===== config.mk =====
export PLATFORM = sky130hd
export DESIGN_NAME = mem_ctrl
export DESIGN_NICKNAME = d
export VERILOG_FILES = /design/src/rtl/mem_ctrl.sv
export SDC_FILE = /design/constraint.sdc
export NUM_CORES = 1
export LEC_CHECK = 0
export CORE_ASPECT_RATIO = 1.75
export CORE_MARGIN = 1.5
export CORE_UTILIZATION = 41
export CTS_CLUSTER_SIZE = 8
export DETAILED_ROUTE_END_ITERATION = 6
export PLACE_DENSITY = 0.66
export SYNTH_ARGS = -nofsm -noshare
export SYNTH_HDL_FRONTEND = slang
export SYNTH_SLANG_ARGS = --single-unit

===== constraint.sdc =====
create_clock -name clk -period 3.4 [get_ports clk]
set_input_delay 0.51 -clock clk [delete_from_list [all_inputs] [get_ports clk]]
set_output_delay 0.51 -clock clk [all_outputs]
set_load 0.02 [all_outputs]

===== src/rtl/mem_ctrl.sv =====
// Single-port byte-RAM controller arbitrating instruction fetch and load/store.
// Reads are assembled little-endian into 32-bit words; stores are written byte by byte.
module mem_ctrl #(
  parameter int ADDR_W = 32,
  parameter int DATA_W = 32
) (
  input  logic              clk,
  input  logic              rst,
  input  logic              rdy,
  input  logic              if_readwrite,
  input  logic [ADDR_W-1:0] if_addr,
  output logic [1:0]        if_status,
  output logic [DATA_W-1:0] if_data,
  input  logic              mem_req,
  input  logic              mem_we,
  input  logic [ADDR_W-1:0] mem_addr,
  input  logic [1:0]        mem_len,
  input  logic [DATA_W-1:0] mem_wdata,
  output logic [1:0]        mem_status,
  output logic [DATA_W-1:0] mem_rdata,
  input  logic [7:0]        ram_din,
  output logic [7:0]        ram_dout,
  output logic [ADDR_W-1:0] ram_a,
  output logic              ram_wr
);

  typedef enum logic [1:0] {IDLE, READ, WRITE, DONE} state_t;

  state_t              r_state, w_state_next;
  logic                r_owner_mem, w_owner_mem_next;
  logic [1:0]          r_k, w_k_next;
  logic [1:0]          r_last_k, w_last_k_next;
  logic                r_issued, w_issued_next;
  logic                r_pend, w_pend_next;
  logic [1:0]          r_pend_k, w_pend_k_next;
  logic                r_reread, w_reread_next;
  logic [ADDR_W-1:0]   r_addr, w_addr_next;
  logic [DATA_W-1:0]   r_wdata, w_wdata_next;
  logic [DATA_W-1:0]   r_buf, w_buf_next;
  logic [ADDR_W-1:0]   r_ram_a, w_ram_a_next;
  logic [7:0]          r_ram_dout, w_ram_dout_next;
  logic                r_ram_wr, w_ram_wr_next;
  logic [DATA_W-1:0]   r_if_data, w_if_data_next;
  logic [DATA_W-1:0]   r_mem_rdata, w_mem_rdata_next;
  logic [1:0]          w_code;
  logic [1:0]          w_k_inc;
  logic [1:0]          w_len_last;

  assign w_k_inc    = r_k + 2'd1;
  assign w_len_last = (mem_len == 2'd0) ? 2'd0 : (mem_len == 2'd1) ? 2'd1 : 2'd3;

  always_ff @(posedge clk or negedge rst) begin
    if (!rst) r_state <= IDLE;
    else      r_state <= w_state_next;
  end

  always_comb begin
    w_state_next = r_state;
    if (rdy) begin
      case (r_state)
        IDLE:    if (mem_req)           w_state_next = mem_we ? WRITE : READ;
                 else if (if_readwrite) w_state_next = READ;
        READ:    if (!r_reread && r_issued) w_state_next = DONE;
        WRITE:   if (r_k == r_last_k)   w_state_next = DONE;
        DONE:    w_state_next = IDLE;
        default: w_state_next = IDLE;
      endcase
    end
  end

  always_comb begin
    w_owner_mem_next = r_owner_mem;
    w_k_next         = r_k;
    w_last_k_next    = r_last_k;
    w_issued_next    = r_issued;
    w_pend_next      = r_pend;
    w_pend_k_next    = r_pend_k;
    w_reread_next    = r_reread;
    w_addr_next      = r_addr;
    w_wdata_next     = r_wdata;
    w_buf_next       = r_buf;
    w_ram_a_next     = r_ram_a;
    w_ram_dout_next  = r_ram_dout;
    w_ram_wr_next    = r_ram_wr;
    w_if_data_next   = r_if_data;
    w_mem_rdata_next = r_mem_rdata;
    case (r_state)
      IDLE: if (rdy && (mem_req || if_readwrite)) begin
        w_owner_mem_next = mem_req;
        w_addr_next      = mem_req ? mem_addr : if_addr;
        w_wdata_next     = mem_wdata;
        w_last_k_next    = mem_req ? w_len_last : 2'd3;
        w_k_next         = 2'd0;
        w_issued_next    = 1'b0;
        w_pend_next      = 1'b0;
        w_reread_next    = 1'b0;
        w_buf_next       = '0;
        w_ram_a_next     = mem_req ? mem_addr : if_addr;
        w_ram_wr_next    = mem_req && mem_we;
        if (mem_req && mem_we) w_ram_dout_next = mem_wdata[7:0];
      end
      READ: begin
        // A byte arriving while frozen is lost; flag it so the address is re-driven on resume.
        if (!rdy) w_reread_next = r_reread || r_pend;
        else if (r_reread) w_reread_next = 1'b0;
        else begin
          if (r_pend) w_buf_next[{r_pend_k, 3'b000} +: 8] = ram_din;
          if (!r_issued) begin
            w_pend_next   = 1'b1;
            w_pend_k_next = r_k;
            if (r_k == r_last_k) w_issued_next = 1'b1;
            else begin
              w_k_next     = w_k_inc;
              w_ram_a_next = r_ram_a + 1'b1;
            end
          end else begin
            w_pend_next = 1'b0;
            if (r_owner_mem) w_mem_rdata_next = w_buf_next;
            else             w_if_data_next   = w_buf_next;
          end
        end
      end
      WRITE: if (rdy) begin
        if (r_k == r_last_k) w_ram_wr_next = 1'b0;
        else begin
          w_k_next        = w_k_inc;
          w_ram_a_next    = r_ram_a + 1'b1;
          w_ram_dout_next = r_wdata[{w_k_inc, 3'b000} +: 8];
        end
      end
      default: ;
    endcase
  end

  always_ff @(posedge clk or negedge rst) begin
    if (!rst) begin
      r_owner_mem <= 1'b0;
      r_k         <= '0;
      r_last_k    <= '0;
      r_issued    <= 1'b0;
      r_pend      <= 1'b0;
      r_pend_k    <= '0;
      r_reread    <= 1'b0;
      r_addr      <= '0;
      r_wdata     <= '0;
      r_buf       <= '0;
      r_ram_a     <= '0;
      r_ram_dout  <= '0;
      r_ram_wr    <= 1'b0;
      r_if_data   <= '0;
      r_mem_rdata <= '0;
    end else begin
      r_owner_mem <= w_owner_mem_next;
      r_k         <= w_k_next;
      r_last_k    <= w_last_k_next;
      r_issued    <= w_issued_next;
      r_pend      <= w_pend_next;
      r_pend_k    <= w_pend_k_next;
      r_reread    <= w_reread_next;
      r_addr      <= w_addr_next;
      r_wdata     <= w_wdata_next;
      r_buf       <= w_buf_next;
      r_ram_a     <= w_ram_a_next;
      r_ram_dout  <= w_ram_dout_next;
      r_ram_wr    <= w_ram_wr_next;
      r_if_data   <= w_if_data_next;
      r_mem_rdata <= w_mem_rdata_next;
    end
  end

  always_comb begin
    if_status  = 2'b00;
    mem_status = 2'b00;
    case (r_state)
      READ, WRITE: w_code = 2'b01;
      DONE:        w_code = 2'b10;
      default:     w_code = 2'b00;
    endcase
    if (r_owner_mem) mem_status = w_code;
    else             if_status  = w_code;
  end

  assign if_data   = r_if_data;
  assign mem_rdata = r_mem_rdata;
  assign ram_dout  = r_ram_dout;
  assign ram_wr    = r_ram_wr && rdy;
  assign ram_a     = (r_reread && rdy) ? (r_addr + ADDR_W'(r_pend_k)) : r_ram_a;

endmodule


# == Word-level counts from Yosys, hierarchy flattened ==
# Cells that the tools add are included.
# word_totals
register_bits,213
input_bits,112
wordCells,120
# op_classes
addsub,4
eq_ne,15
shifts,3
mux,55
bitwise,3
n_reduce_logical,24
# ops
op,count
$mux W32,12
$pmux W32 S3,1
$pmux W32 S2,1
$add A32 B1 Y32 const B,1
$add A32 B2 Y32,1
$bwmux W32,1
$mux W2,16
$mux W8,4
$shift A8 B7 Y32 const A,1
$shiftx A32 B6 Y8,1
$shiftx A8 B7 Y32,1
$ne A2 B2 Y1 const B,9
$pmux W8 S2,1
$reduce_and A4 Y1,4
$reduce_and A5 Y1,3
$mux W1,12
$pmux W1 S2,4
$pmux W2 S4,1
$neg A5 Y7,1
$pmux W2 S3,1
$reduce_and A6 Y1,1
$logic_and A1 B1 Y1,5
$eq A2 B1 Y1 const B,2
$eq A2 B2 Y1 const B,2
12 further kinds,18

# == Depth between registers and ports, before layout ==
# Gate-level depths: netlist of run 1.
# depth
depth_word,7
depth_mapped,10
mapped_depth_nobuf,8

# == Least setup slack after synthesis of run 1 ==
# Ideal clock, no wire load.
# synth_path
kind,reg-to-output
startpoint,register r_pend_k[0]
endpoint,output ram_a[22]
arrival_time_ns,2.342
required_time_ns,2.890
slack_ns,0.548
stages_incl_launch_ff,9
path_buffers,0
path_cell_list,dfrtp_1 -> ha_1 -> inv_1 -> fa_1 -> nor2b_1 -> nand4_1 -> nor4_1 -> xnor2_1 -> o21ai_0
# synth_via
elab_chain_len,2
# synth_rtl
element,line,rtl
from (decl),35,"logic [1:0] r_pend_k, w_pend_k_next;"
from (signal assigned),158,r_pend_k <= w_pend_k_next;
$add A32 B2 Y32,187,assign ram_a = (r_reread && rdy) ? (r_addr + ADDR_W'(r_pend_k)) : r_ram_a;
$mux W32,187,
to (decl),23,"output logic [ADDR_W-1:0] ram_a,"
# Every way passes these cells.

# == Worst setup path in the final report of run 1 ==
# layout_path
startpoint,register r_addr[0]
endpoint,output ram_a[28]
# layout_via
elab_chain_len,2
# layout_rtl
element,line,rtl
from (decl),37,"logic [ADDR_W-1:0] r_addr, w_addr_next;"
from (signal assigned),160,r_addr <= w_addr_next;
$add A32 B2 Y32,187,
$mux W32,187,
# Every way passes these cells.

==> reports/results.md, run 1 <==
| Result | Value | Unit |
| --- | --- | --- |
| Termination of the worst setup path | ram_a[28] | - |
| Post-route ant nets | 0 | - |
| CP max stage cell | sky130_fd_sc_hd__fa_2 | - |
| Count of yosys warnings during synthesis | 0 | - |
| Worst ir drop on vdd | 0.499 | mV |
| Wirelength, routed | 32.6 | mm |
| Number of flops mapped to enable cells by yosys | 0 | - |
| Post-route worst hold slack | -0.00807 | ns |
| Average size of a mapped cell | 9.62 | um2 |
| Hold Fails Final Rpt | 2 | - |
| Pwr dens | 968 | mW/mm2 |
| Total buffers and inverters traversed by the critical path | 2 | - |
| Flops & latches, synth | 213 | - |
| Final total negative setup slack | 0 | ns |
| Endpoints failing setup | 0 | - |
| Final max-slew violation count | 0 | - |
| Headroom to the max-slew limit | 43.9 | % |
| Post-CTS Hold Buffers | 0 | - |
| First-pass detailed-route iteration total | 5 | - |
| Routed met2 length | 18.1 | mm |
| Clock net sink count | 213 | - |
| Arrival @ worst endpoint | 2.74 | ns |
| Source of the critical timing path | r_addr[0] | - |
| Net count, final | 1,493 | - |
| Post-synth ARST share | 100 | % |
| Unrepaired setup endpoints after global routing | true | - |
| Number of global-route vias before repair | 9,534 | - |
| Worst-skew pair later-pin latency | 0.55 | ns |
| Clock Skews | 0.0130 | ns |
| HP Class | in -> async | - |
| Cell area after synthesis | 0.0111 | mm2 |
| Fraction of the cycle the final worst path needs | 95.6 | % |
| Startpoint type of the worst setup path | flop | - |
| Width of the die | 127 | um |
| Number of nets produced by synthesis | 1,281 | - |
| Main flop type after synthesis | sky130_fd_sc_hd__dfrtp_1 | - |
| Port Buffers | 220 | - |
| Placeable Area | 0.0266 | mm2 |
| Total grt overflow | 0 | - |
| Final instance area | 0.0146 | mm2 |
| Clock tree from TritonCTS | done | - |
| Overall Global Routing Usage | 23.4 | % |
| Fraction of final layout cells with drive strength greater than 1 | 11.9 | % |
| Layout Area Growth over Synthesis | 31.2 | % |
| Detail-routed net length per standard cell | 19.3 | um |
| Die H | 221 | um |
| Highest net fanout along the worst path | 6 | - |
| Routed met1 length | 12.0 | mm |
| Setup slack of the worst register-to-register path | 0.79 | ns |
| CTS Buf Count | 30 | - |
| Highest attainable clock frequency | 0.308 | GHz |
| Reg-to-reg critical path startpoint | r_pend_k[0] | - |
| Worst Path Required | 2.89 | ns |
| Largest net degree at the start of global routing | 77 | - |
| Max cap viols | 0 | - |
| Terminus of the critical flop-to-flop path | r_buf[21] | - |
| Top Family by Delay on Critical Path | simple AND/OR/NAND/NOR gates | - |
| Gp weighted congestion | 0.890 | - |
| Routed wire length on met3 | 1.30 | mm |
| Path length in cells of the critical path | 9 | - |
| Library cell occupying the most area in the post-synthesis netlist | sky130_fd_sc_hd__dfrtp_1 | - |
| Mapped Cells | 1,156 | - |
| Depth of the worst register-to-register path | 8 | - |
| # Post-CTS Setup Buffers | 0 | - |
| Post-route DRC violation count | 0 | - |
| Number of antenna violations at the first check in global routing | 2 | - |
| Final critical delay including setup and external delays | 3.25 | ns |
| Top-area cell type share of the netlist area | 47.9 | % |
| Longest Clk Path Bufs | 3 | - |
| Ports | 221 | - |
| Ordered list of cells on the worst path | ha_1, inv_1, fa_2, nor2b_2, nand2_2, nor4_2, xnor2_1, o21ai_0, dlygate4sd2_1 | - |
| Utilization after layout | 54.9 | % |
| Worst Path Class, Setup | reg -> out | - |
| Rows | 79 | - |
| Highest cell delay on the worst timing path | 0.38 | ns |
| Sequential-to-total area share from yosys stat | 47.9 | % |
| Run status | complete, but fails checks | - |
| Failing checks | hold timing | - |
| Antenna diodes | 0 | - |
| Largest cells by area after synthesis | sky130_fd_sc_hd__dfrtp_1 (48%), sky130_fd_sc_hd__o21ai_0 (6.3%), sky130_fd_sc_hd__nand2_1 (6.3%), sky130_fd_sc_hd__mux2i_1 (4.9%), sky130_fd_sc_hd__mux2_2 (4.8%) | - |
| Initial cell density of the core | 41.8 | % |
| Routed via count | 9,554 | - |
| Count of cell types in the netlist | 66 | - |
| Final HPWL from detailed placement | 23.6 | mm |
| Count of routing violations after the opening detailed-route iteration | 614 | - |
| Clock-pin slew on the worst setup and hold paths | 0.05 | ns |
| Placed inst area | 0.0138 | mm2 |
| Max H-tree Level | 1 | - |
| Static Leakage | 6.23 | nW |
| Critical path endpoint category | output pin | - |
| Full die area | 0.0282 | mm2 |
| Root cell of the clock tree | sky130_fd_sc_hd__clkbuf_16 | - |
| Detail-routed via count per cell | 5.65 | - |
| Top Layer Used | met5 | - |
| Worst-margin pin slew | 0.834 | ns |
| First-pass GRT wire length | 52.0 | mm |
## cells in the final DEF (no fill, tap or decap), drive strengths merged, types with 8 or more instances in the layout
cell type        n
inv             18
nand3           31
ha              12
mux4             8
mux2i           54
dlygate4sd2     11
nor4            20
dfrtp          213
clkbuf          36
nand2          186
xnor2           28
nand4           22
buf             38
and3            13
o21ai          143
a21oi           50
mux2            47
nor2            70
clkdlybuf4s50  194
a21boi           8
nor3            14
a22oi           58
## report_power, final
part	leakage, nW	internal, mW	total, mW	switching [mW]
Clock	0.386	1.58	2.61	1.04
Combinational	3.19	3.03	6.78	3.75
Sequential	2.65	3.69	4.73	1.04
Total	6.23	8.29	14.1	5.82
## sequential cells by signal (all words and copies together), names as in the netlist, 8 cells and up
signal	flops
mem_rdata	32
if_data	32
r_buf	32
r_wdata	32
ram_dout	8
r_addr	32
r_ram_a	32
## worst register-to-register path, delay by kind of cell, from the launching register on
family	cells	cell delay [ns]
adder cells (fa/ha/maj)	1	0.20
buffers and inverters	2	0.35
flip-flops	1	0.37
AND/OR/NAND/NOR	3	1.31
AO/OA/AOI/OAI	2	0.30
## worst min-delay path by stage
stage / slack, ns / end / startpoint / depth (start not counted)
2_1_floorplan: 0.21 / if_data[0] / rst / 0
3_3_place_gp: 0.46 / mem_rdata[17] / mem_rdata[17] / 2
3_5_place_dp: 0.47 / mem_rdata[16] / mem_rdata[16] / 2
4_1_cts: 0.01 / r_wdata[7] / rst / 1
5_1_grt: 0.04 / r_wdata[7] / rst / 1
6_report: -0.008 / r_wdata[7] / rst / 1
## through the flow
step,hold WS [ns],instances,power (mW),setup WS (ns)
after CTS,0.0118,1692,14.2,-0.0191
after global placement,0.459,1660,11.5,0.164
final,-0.00807,1692,14.1,0.150
after detailed placement,0.469,1660,11.6,0.137
after floorplan,0.214,1156,8.83,0.548
after global routing,0.0363,1692,15.1,-0.0178
## kinds of logic (layout without fill, tap and decap cells)
family                   after synthesis  in the layout  share of synthesized area [%]
XOR/XNOR                              32             32                           2.52
multiplexers                         109            109                           11.2
AO/OA/AOI/OAI                        303            303                           16.6
adder cells (fa/ha/maj)               13             13                           1.53
flip-flops                           213            213                           47.9
AND/OR/NAND/NOR                      391            391                           16.8
buffers and inverters                 95            307                           3.45
## what timing repair did
| item | in CTS | in global routing |
|---|---|---|
| gates cloned | 0 | 0 |
| pin swaps | 1 | 0 |
| gates resized for setup | 33 | 23 |
| endpoints found under the setup margin | 16 | 19 |
## synthesized netlist by cell type, types with 19 or more instances
master	instances
sky130_fd_sc_hd__dfrtp_1	213
sky130_fd_sc_hd__nand2_1	186
sky130_fd_sc_hd__o21ai_0	140
sky130_fd_sc_hd__nor2_1	69
sky130_fd_sc_hd__a22oi_1	58
sky130_fd_sc_hd__mux2i_1	54
sky130_fd_sc_hd__a21oi_1	49
sky130_fd_sc_hd__mux2_2	47
sky130_fd_sc_hd__clkbuf_1	43
sky130_fd_sc_hd__nand3_1	29
sky130_fd_sc_hd__xnor2_1	28
sky130_fd_sc_hd__nand4_1	20
sky130_fd_sc_hd__buf_2	19
## final cells by class
type,instances,area (um2)
Clock inverter,1,5.00
Sequential cell,213,5330
Fill cell,2385,12000
Multi-Input combinational cell,848,5490
Clock buffer,31,776
Timing Repair Buffer,257,2510
Tap cell,324,405
Inverter,18,67.6
## layer usage
metal,global-route usage [%],vias to the layer above
li1,-,4550
met1,26.5,4647
met2,44.2,279
met3,2.42,74
met4,9.38,4
met5,0,-
Note: power is estimated with default switching activity, not from simulation.
==> inputs of run 2 (changes only) <==
==> constraint.sdc (replaced) <==
create_clock -name clk -period 3.4 [get_ports clk]
set_input_delay 0.34 -clock clk [delete_from_list [all_inputs] [get_ports clk]]
set_output_delay 0.34 -clock clk [all_outputs]
set_load 0.02 [all_outputs]
==> reports/results.md, run 2 (same netlist as run 1, synthesis figures left out) <==
| Result | Value | Unit | vs previous |
| --- | --- | --- | --- |
| Fraction of final layout cells with drive strength greater than 1 | 11.2 | % | -0.76 points |
| Final instance count without filler cells | 1,697 | - | +0.30% |
| Number of global-route vias before repair | 9,679 | - | +1.5% |
| Ports | 221 | - | unchanged |
| Endpoints failing setup | 0 | - | unchanged |
| Arrival @ worst endpoint | 2.89 | ns | +0.15 ns |
| Port Buffers | 220 | - | unchanged |
| Number of antenna violations at the first check in global routing | 2 | - | unchanged |
| Rows | 79 | - | unchanged |
| Final HPWL from detailed placement | 23.5 | mm | -0.37% |
| First-pass GRT wire length | 51.4 | mm | -1.2% |
| Wirelength, routed | 32.2 | mm | -1.1% |
| Full die area | 0.0282 | mm2 | unchanged |
| Width of the die | 127 | um | unchanged |
| HP Class | in -> reg | - |  |
| Net count, final | 1,497 | - | +0.27% |
| Max H-tree Level | 1 | - | unchanged |
| Detail-routed via count per cell | 5.64 | - | about the same |
| Worst Path Required | 3.06 | ns | +0.17 ns |
| Detail-routed net length per standard cell | 19.0 | um | -1.4% |
| Worst-margin pin slew | 0.841 | ns | +0.00715 ns |
| Root cell of the clock tree | sky130_fd_sc_hd__clkbuf_16 | - |  |
| Unrepaired setup endpoints after global routing | false | - |  |
| Routed via count | 9,574 | - | +0.21% |
| Overall Global Routing Usage | 23.1 | % | -0.37 points |
| Final max-slew violation count | 0 | - | unchanged |
| Worst Path Class, Setup | reg -> out | - |  |
| Largest net degree at the start of global routing | 98 | - | +27% |
| Startpoint type of the worst setup path | flop | - |  |
| Worst-skew pair later-pin latency | 0.54 | ns | about the same |
| Count of routing violations after the opening detailed-route iteration | 544 | - | -11% |
| Post-route DRC violation count | 0 | - | unchanged |
| Hold Fails Final Rpt | 0 | - | -2 |
| Initial cell density of the core | 41.8 | % | unchanged |
| Gp weighted congestion | 0.902 | - | +1.4% |
| Clock tree from TritonCTS | done | - |  |
| Max cap viols | 0 | - | unchanged |
| Static Leakage | 6.25 | nW | +0.36% |
| Total grt overflow | 0 | - | unchanged |
| Longest Clk Path Bufs | 3 | - | unchanged |
| Fraction of the cycle the final worst path needs | 95.0 | % | -0.61 points |
| Post-route ant nets | 0 | - | unchanged |
| Highest attainable clock frequency | 0.310 | GHz | +0.65% |
| Clock net sink count | 213 | - | unchanged |
| Final critical delay including setup and external delays | 3.23 | ns | -0.0209 ns |
| Pwr dens | 969 | mW/mm2 | +0.14% |
| Critical path endpoint category | output pin | - |  |
| Run status | finished clean | - |  |
| Commonest cells after routing, fill and taps aside | sky130_fd_sc_hd__dfrtp_1 (213), sky130_fd_sc_hd__clkdlybuf4s50_1 (198), sky130_fd_sc_hd__nand2_1 (185), sky130_fd_sc_hd__o21ai_0 (140), sky130_fd_sc_hd__nor2_1 (68) | - |  |
| Placeable Area | 0.0266 | mm2 | unchanged |
| CTS Buf Count | 30 | - | unchanged |
| First-pass detailed-route iteration total | 6 | - | +1 |
| # Post-CTS Setup Buffers | 0 | - | unchanged |
| Number of placed instances, taps included | 1,663 | - | +0.18% |
| Die H | 221 | um | unchanged |
| Clock-pin slew on the worst setup and hold paths | 0.05 | ns | about the same |
| Layout Area Growth over Synthesis | 31.1 | % | about the same |
| Highest net fanout along the worst path | 11 | - | +5 |
| Most frequent standard cell in the layout excluding fill and tap cells | sky130_fd_sc_hd__dfrtp_1 | - |  |
| Final total negative setup slack | 0 | ns | unchanged |
| Headroom to the max-slew limit | 43.4 | % | -0.48 points |
| Worst ir drop on vdd | 0.520 | mV | +4.1% |
| Clock Skews | 0.0119 | ns | -0.00114 ns |
[run 2: changes by cell type in the layout (fill, tap and decap cells not counted), sizes merged]
cell	delta
dlygate4sd3	+1
clkbuf	-4
clkdlybuf4s15	-2
dlygate4sd2	-1
clkdlybuf4s50	+4
dlymetal6s2s	+3
diode	+1
buf	+3
[run 2: worst max-delay path: stages, from the launching register on]
cell,delay [ns]
sky130_fd_sc_hd__dfrtp_1,0.41
sky130_fd_sc_hd__ha_1,0.30
sky130_fd_sc_hd__a21o_1,0.23
sky130_fd_sc_hd__nand3_1,0.16
sky130_fd_sc_hd__buf_4,0.25
sky130_fd_sc_hd__nor2_1,0.08
sky130_fd_sc_hd__xnor2_1,0.12
sky130_fd_sc_hd__o21ai_0,0.16
sky130_fd_sc_hd__clkdlybuf4s50_1,0.64
[run 2: worst paths after layout]
path                                    start       endpoint  slack (ns)  cells past startpoint
worst max-delay path              r_pend_k[1]       ram_a[9]        0.17                      8
worst min-delay path            mem_wdata[25]    r_wdata[25]        0.41                      2
worst max register to register     r_state[0]      r_buf[27]        0.58                      7
worst min register to register   mem_rdata[8]   mem_rdata[8]        0.47                      2
max in group asynchronous                 rst  mem_rdata[18]        1.98                      3
min in group asynchronous                 rst    r_wdata[20]        0.44                      2
[run 2: cell type report]
cell class	instances	area, um2
antenna	1	2.50
clock buffer	31	776
clock inverter	1	5.00
fill	2364	12000
inverter	18	67.6
multi-input combinational	848	5450
sequential	213	5330
tap	324	405
timing repair buffer	261	2550
[run 2: report_power, final]
part           switching, mW  internal [mW]  total (mW)
logic                   3.75           3.09        6.84
registers              0.997           3.69        4.69
clock network           1.03           1.58        2.60
total                   5.78           8.35        14.1
[run 2: stage by stage]
stage | power [mW] | setup WS (ns) | hold WS, ns | util (%) | instance area, um2
3_5_place_dp | 11.6 | 0.273 | 0.469 | 51.7 | 13700
4_1_cts | 14.3 | 0.00153 | 0.390 | 54.7 | 14500
6_report | 14.1 | 0.171 | 0.410 | 54.8 | 14600
3_3_place_gp | 11.5 | 0.355 | 0.460 | 51.7 | 13700
5_1_grt | 15.2 | 0.0164 | 0.415 | 54.8 | 14600
2_1_floorplan | 8.83 | 0.718 | 0.0444 | - | 11100
[run 2: routing by layer]
layer	GRT usage (%)	vias up	part of all wire, %
met4	9.71	2	3.5
li1	-	4560	-
met3	2.73	72	3.9
met2	43.8	292	55
met1	25.4	4648	37
met5	0	-	0.034
[run 2: repair_timing]
| action | CTS | global route |
|---|---|---|
| setup endpoints to repair | 10 | 17 |
| resized for setup | 12 | 14 |
| hold buffers | 1 | 0 |
| hold endpoints to repair | 91 | 0 |
==> inputs of run 3 (changes only) <==
Settings changed: ABC_AREA set to 1, CAP_MARGIN set to 20, PLACE_DENSITY 0.66 to 0.65.
==> reports/results.md, run 3 <==
| Result | Value | Unit | vs previous |
| --- | --- | --- | --- |
| Main flop type after synthesis | sky130_fd_sc_hd__dfrtp_1 | - |  |
| Worst Path Class, Setup | reg -> out | - |  |
| Headroom to the max-slew limit | 37.6 | % | -5.8 points |
| Rows | 82 | - | +3.8% |
| Final max-slew violation count | 0 | - | unchanged |
| Final HPWL from detailed placement | 29.3 | mm | +24% |
| Sequential-to-total area share from yosys stat | 44.4 | % | -3.5 points |
| Average size of a mapped cell | 6.99 | um2 | -27% |
| Beginning of the worst hold path | mem_wdata[18] | - |  |
| Width of the die | 132 | um | +3.8% |
| Endpoints failing setup | 0 | - | unchanged |
| Largest net degree at the start of global routing | 93 | - | -5.1% |
| Source of the critical timing path | r_pend_k[1] | - |  |
| Clock-pin slew on the worst setup and hold paths | 0.05 | ns | about the same |
| Initial cell density of the core | 41.8 | % | -0.047 points |
| Ports | 221 | - | unchanged |
| Wirelength, routed | 39.1 | mm | +21% |
| Highest cell delay on the worst timing path | 0.51 | ns | -0.13 ns |
| Root cell of the clock tree | sky130_fd_sc_hd__clkbuf_16 | - |  |
| Area taken by multi-input logic gates | 0.00590 | mm2 | +8.2% |
| Layout Area Growth over Synthesis | 28.4 | % |  |
| Largest cells by area after synthesis | sky130_fd_sc_hd__dfrtp_1 (44%), sky130_fd_sc_hd__nand2_1 (24%), sky130_fd_sc_hd__o21ai_0 (5.5%), sky130_fd_sc_hd__nand3_1 (5.3%), sky130_fd_sc_hd__nor2_1 (4.7%) | - |  |
| Hold Fails Final Rpt | 0 | - | unchanged |
| Flops & latches, synth | 213 | - | unchanged |
| Max cap viols | 0 | - | unchanged |
| First-pass detailed-route iteration total | 7 | - | +1 |
| Routed met2 length | 20.2 | mm | +13% |
| Post-synth ARST share | 100 | % | unchanged |
| Die H | 229 | um | +3.8% |
| Number of flops mapped to enable cells by yosys | 0 | - | unchanged |
| Count of filler cells inserted in the layout | 2,849 | - | +21% |
| HP Class | in -> reg | - |  |
| Commonest cells after routing, fill and taps aside | sky130_fd_sc_hd__nand2_1 (756), sky130_fd_sc_hd__dfrtp_1 (213), sky130_fd_sc_hd__clkdlybuf4s50_1 (206), sky130_fd_sc_hd__nor2_1 (142), sky130_fd_sc_hd__o21ai_0 (133) | - |  |
| Total grt overflow | 0 | - | unchanged |
| Most instantiated cells after synthesis | sky130_fd_sc_hd__nand2_1 (757), sky130_fd_sc_hd__dfrtp_1 (213), sky130_fd_sc_hd__nor2_1 (150) | - |  |
| Highest net fanout along the worst path | 8 | - | -3 |
| Worst ir drop on vdd | 0.500 | mV | -3.7% |
| Clock Skews | 0.0238 | ns | +0.0119 ns |
| Final total negative setup slack | 0 | ns | unchanged |
| Fraction of the cycle the final worst path needs | 95.9 | % | +0.98 points |
| Post-route DRC violation count | 0 | - | unchanged |
| Count of routing violations after the opening detailed-route iteration | 866 | - | +59% |
| Number of global-route vias before repair | 11.9k | - | +23% |
| Detail-routed net length per standard cell | 16.9 | um | -11% |
| Most frequent standard cell in the layout excluding fill and tap cells | sky130_fd_sc_hd__nand2_1 | - |  |
| Fraction of final layout cells with drive strength greater than 1 | 5.76 | % | -5.4 points |
| Net count, final | 2,050 | - | +37% |
| Longest Clk Path Bufs | 3 | - | unchanged |
| Max H-tree Level | 1 | - | unchanged |
| Static Leakage | 7.24 | nW | +16% |
| Ordered list of cells on the worst path | inv_1, fa_1, nor2_2, nand2_2, nor2_4, nand3_1, a31oi_1, dlygate4sd2_1 | - |  |
| Highest attainable clock frequency | 0.307 | GHz | -1.0% |
| Detail-routed via count per cell | 5.13 | - | -9.0% |
| Storage element area | 0.00533 | mm2 | unchanged |
| Arrival @ worst endpoint | 2.92 | ns | +0.03 ns |
| Top-area cell type share of the netlist area | 44.4 | % | -3.5 points |
| Placeable Area | 0.0287 | mm2 | +8.0% |
| Count of yosys warnings during synthesis | 0 | - | unchanged |
| Cell area after synthesis | 0.0120 | mm2 | +7.9% |
| CP max stage cell | sky130_fd_sc_hd__fa_1 | - |  |
| CTS Buf Count | 30 | - | unchanged |
| Top Layer Used | met4 | - |  |
| Routed met1 length | 15.2 | mm | +27% |
| Post-route ant nets | 0 | - | unchanged |
| Library cell occupying the most area in the post-synthesis netlist | sky130_fd_sc_hd__dfrtp_1 | - |  |
| Clock net sink count | 213 | - | unchanged |
| First-pass GRT wire length | 62.2 | mm | +21% |
| Routed wire length on met3 | 1.64 | mm | +30% |
| Run status | finished clean | - |  |
| Pwr dens | 919 | mW/mm2 | -5.1% |
| Worst-skew pair later-pin latency | 0.57 | ns | +0.03 ns |
| Clock tree from TritonCTS | done | - |  |
| Routed via count | 11.8k | - | +24% |
| Worst-margin pin slew | 0.936 | ns | +0.0948 ns |
| Utilization after layout | 53.6 | % | -1.2 points |
| Mapped Cells | 1,718 | - | +49% |
| Full die area | 0.0303 | mm2 | +7.8% |
| Reg-to-reg critical path startpoint | r_state[0] | - |  |
| Count of cell types in the netlist | 35 | - | -47% |
| Startpoint type of the worst setup path | flop | - |  |
| Overall Global Routing Usage | 25.9 | % | +2.9 points |
| Worst Path Required | 3.06 | ns | about the same |
| Number of nets produced by synthesis | 1,843 | - | +44% |
| Critical path endpoint category | output pin | - |  |
| Port Buffers | 220 | - | unchanged |
| Unrepaired setup endpoints after global routing | false | - |  |
| Most common cell in the synthesized netlist | sky130_fd_sc_hd__nand2_1 | - |  |
| Number of antenna violations at the first check in global routing | 1 | - | -1 |
| Gp weighted congestion | 0.941 | - | +4.3% |
| Final critical delay including setup and external delays | 3.26 | ns | +0.0334 ns |
run 3: report_power, final:
group | total, mW | switching, mW | leakage (nW) | internal [mW]
logic | 6.91 | 4.26 | 4.18 | 2.65
registers | 4.61 | 0.981 | 2.67 | 3.63
clock network | 2.64 | 1.07 | 0.389 | 1.57
run 3: metal layers:
layer  track usage [%]  vias to the layer above
li1                  -                     5825
met1              29.5                     5521
met2              47.8                      378
met3              2.15                      106
met4              13.8                        0
met5                 0                        -
run 3: stage by stage:
step / power, mW / worst slack, ns / cells / hold slack [ns] / cell area (um2)
final: 14.2 / 0.138 / 2305 / 0.315 / 15400
after global routing: 15.2 / 0.00115 / 2305 / 0.327 / 15400
after CTS: 14.2 / 0.0206 / 2304 / 0.301 / 15400
after detailed placement: 11.6 / 0.273 / 2269 / 0.434 / 14600
after global placement: 11.5 / 0.339 / 2269 / 0.433 / 14600
after floorplan: 8.66 / 0.995 / 1718 / 0.0444 / 12000
run 3: repair_timing:
item,in CTS,in global routing
setup buffers,1,0
hold buffers,1,0
pin swaps,0,1
setup endpoints to repair,13,13
hold endpoints to repair,82,0
gates resized for setup,14,13
run 3: area by class of cell:
| type | instances | area share (%) |
|---|---|---|
| timing repair buffer | 241 | 15.5 |
| antenna | 1 | 0.0162 |
| tap | 378 | 3.07 |
| inverter | 137 | 3.34 |
| sequential | 213 | 34.6 |
| clock inverter | 1 | 0.195 |
| clock buffer | 32 | 4.99 |
| multi-input combinational | 1302 | 38.3 |
run 3: kinds of logic (layout without fill, tap and decap cells):
group	after synthesis	in the layout	synth area share [%]
AND/OR/NAND/NOR	1058	1058	35.2
XOR/XNOR	14	14	1.02
flip-flops	213	213	44.4
AO/OA/AOI/OAI	186	186	8.30
adder cells (fa/ha/maj)	13	13	1.42
buffers and inverters	203	411	6.82
multiplexers	31	31	2.87
other	0	1	0
run 3: worst max-delay path, delay by kind of cell (launching register included):
kind | cells | cell delay [ns]
buffers and inverters | 2 | 0.51
AOI/OAI and AO/OA | 1 | 0.27
adders and majority gates | 1 | 0.51
DFF | 1 | 0.41
and+or+nand+nor | 4 | 0.66
run 3: worst paths after layout:
check / end / slack, ns / depth (start not counted)
worst max-delay path: ram_a[16] / 0.14 / 8
worst min-delay path: r_wdata[18] / 0.31 / 3
worst max register to register: r_last_k[0] / 0.96 / 8
worst min register to register: r_wdata[30] / 0.46 / 2
max in group asynchronous: r_addr[25] / 2.17 / 3
min in group asynchronous: if_data[28] / 0.37 / 2
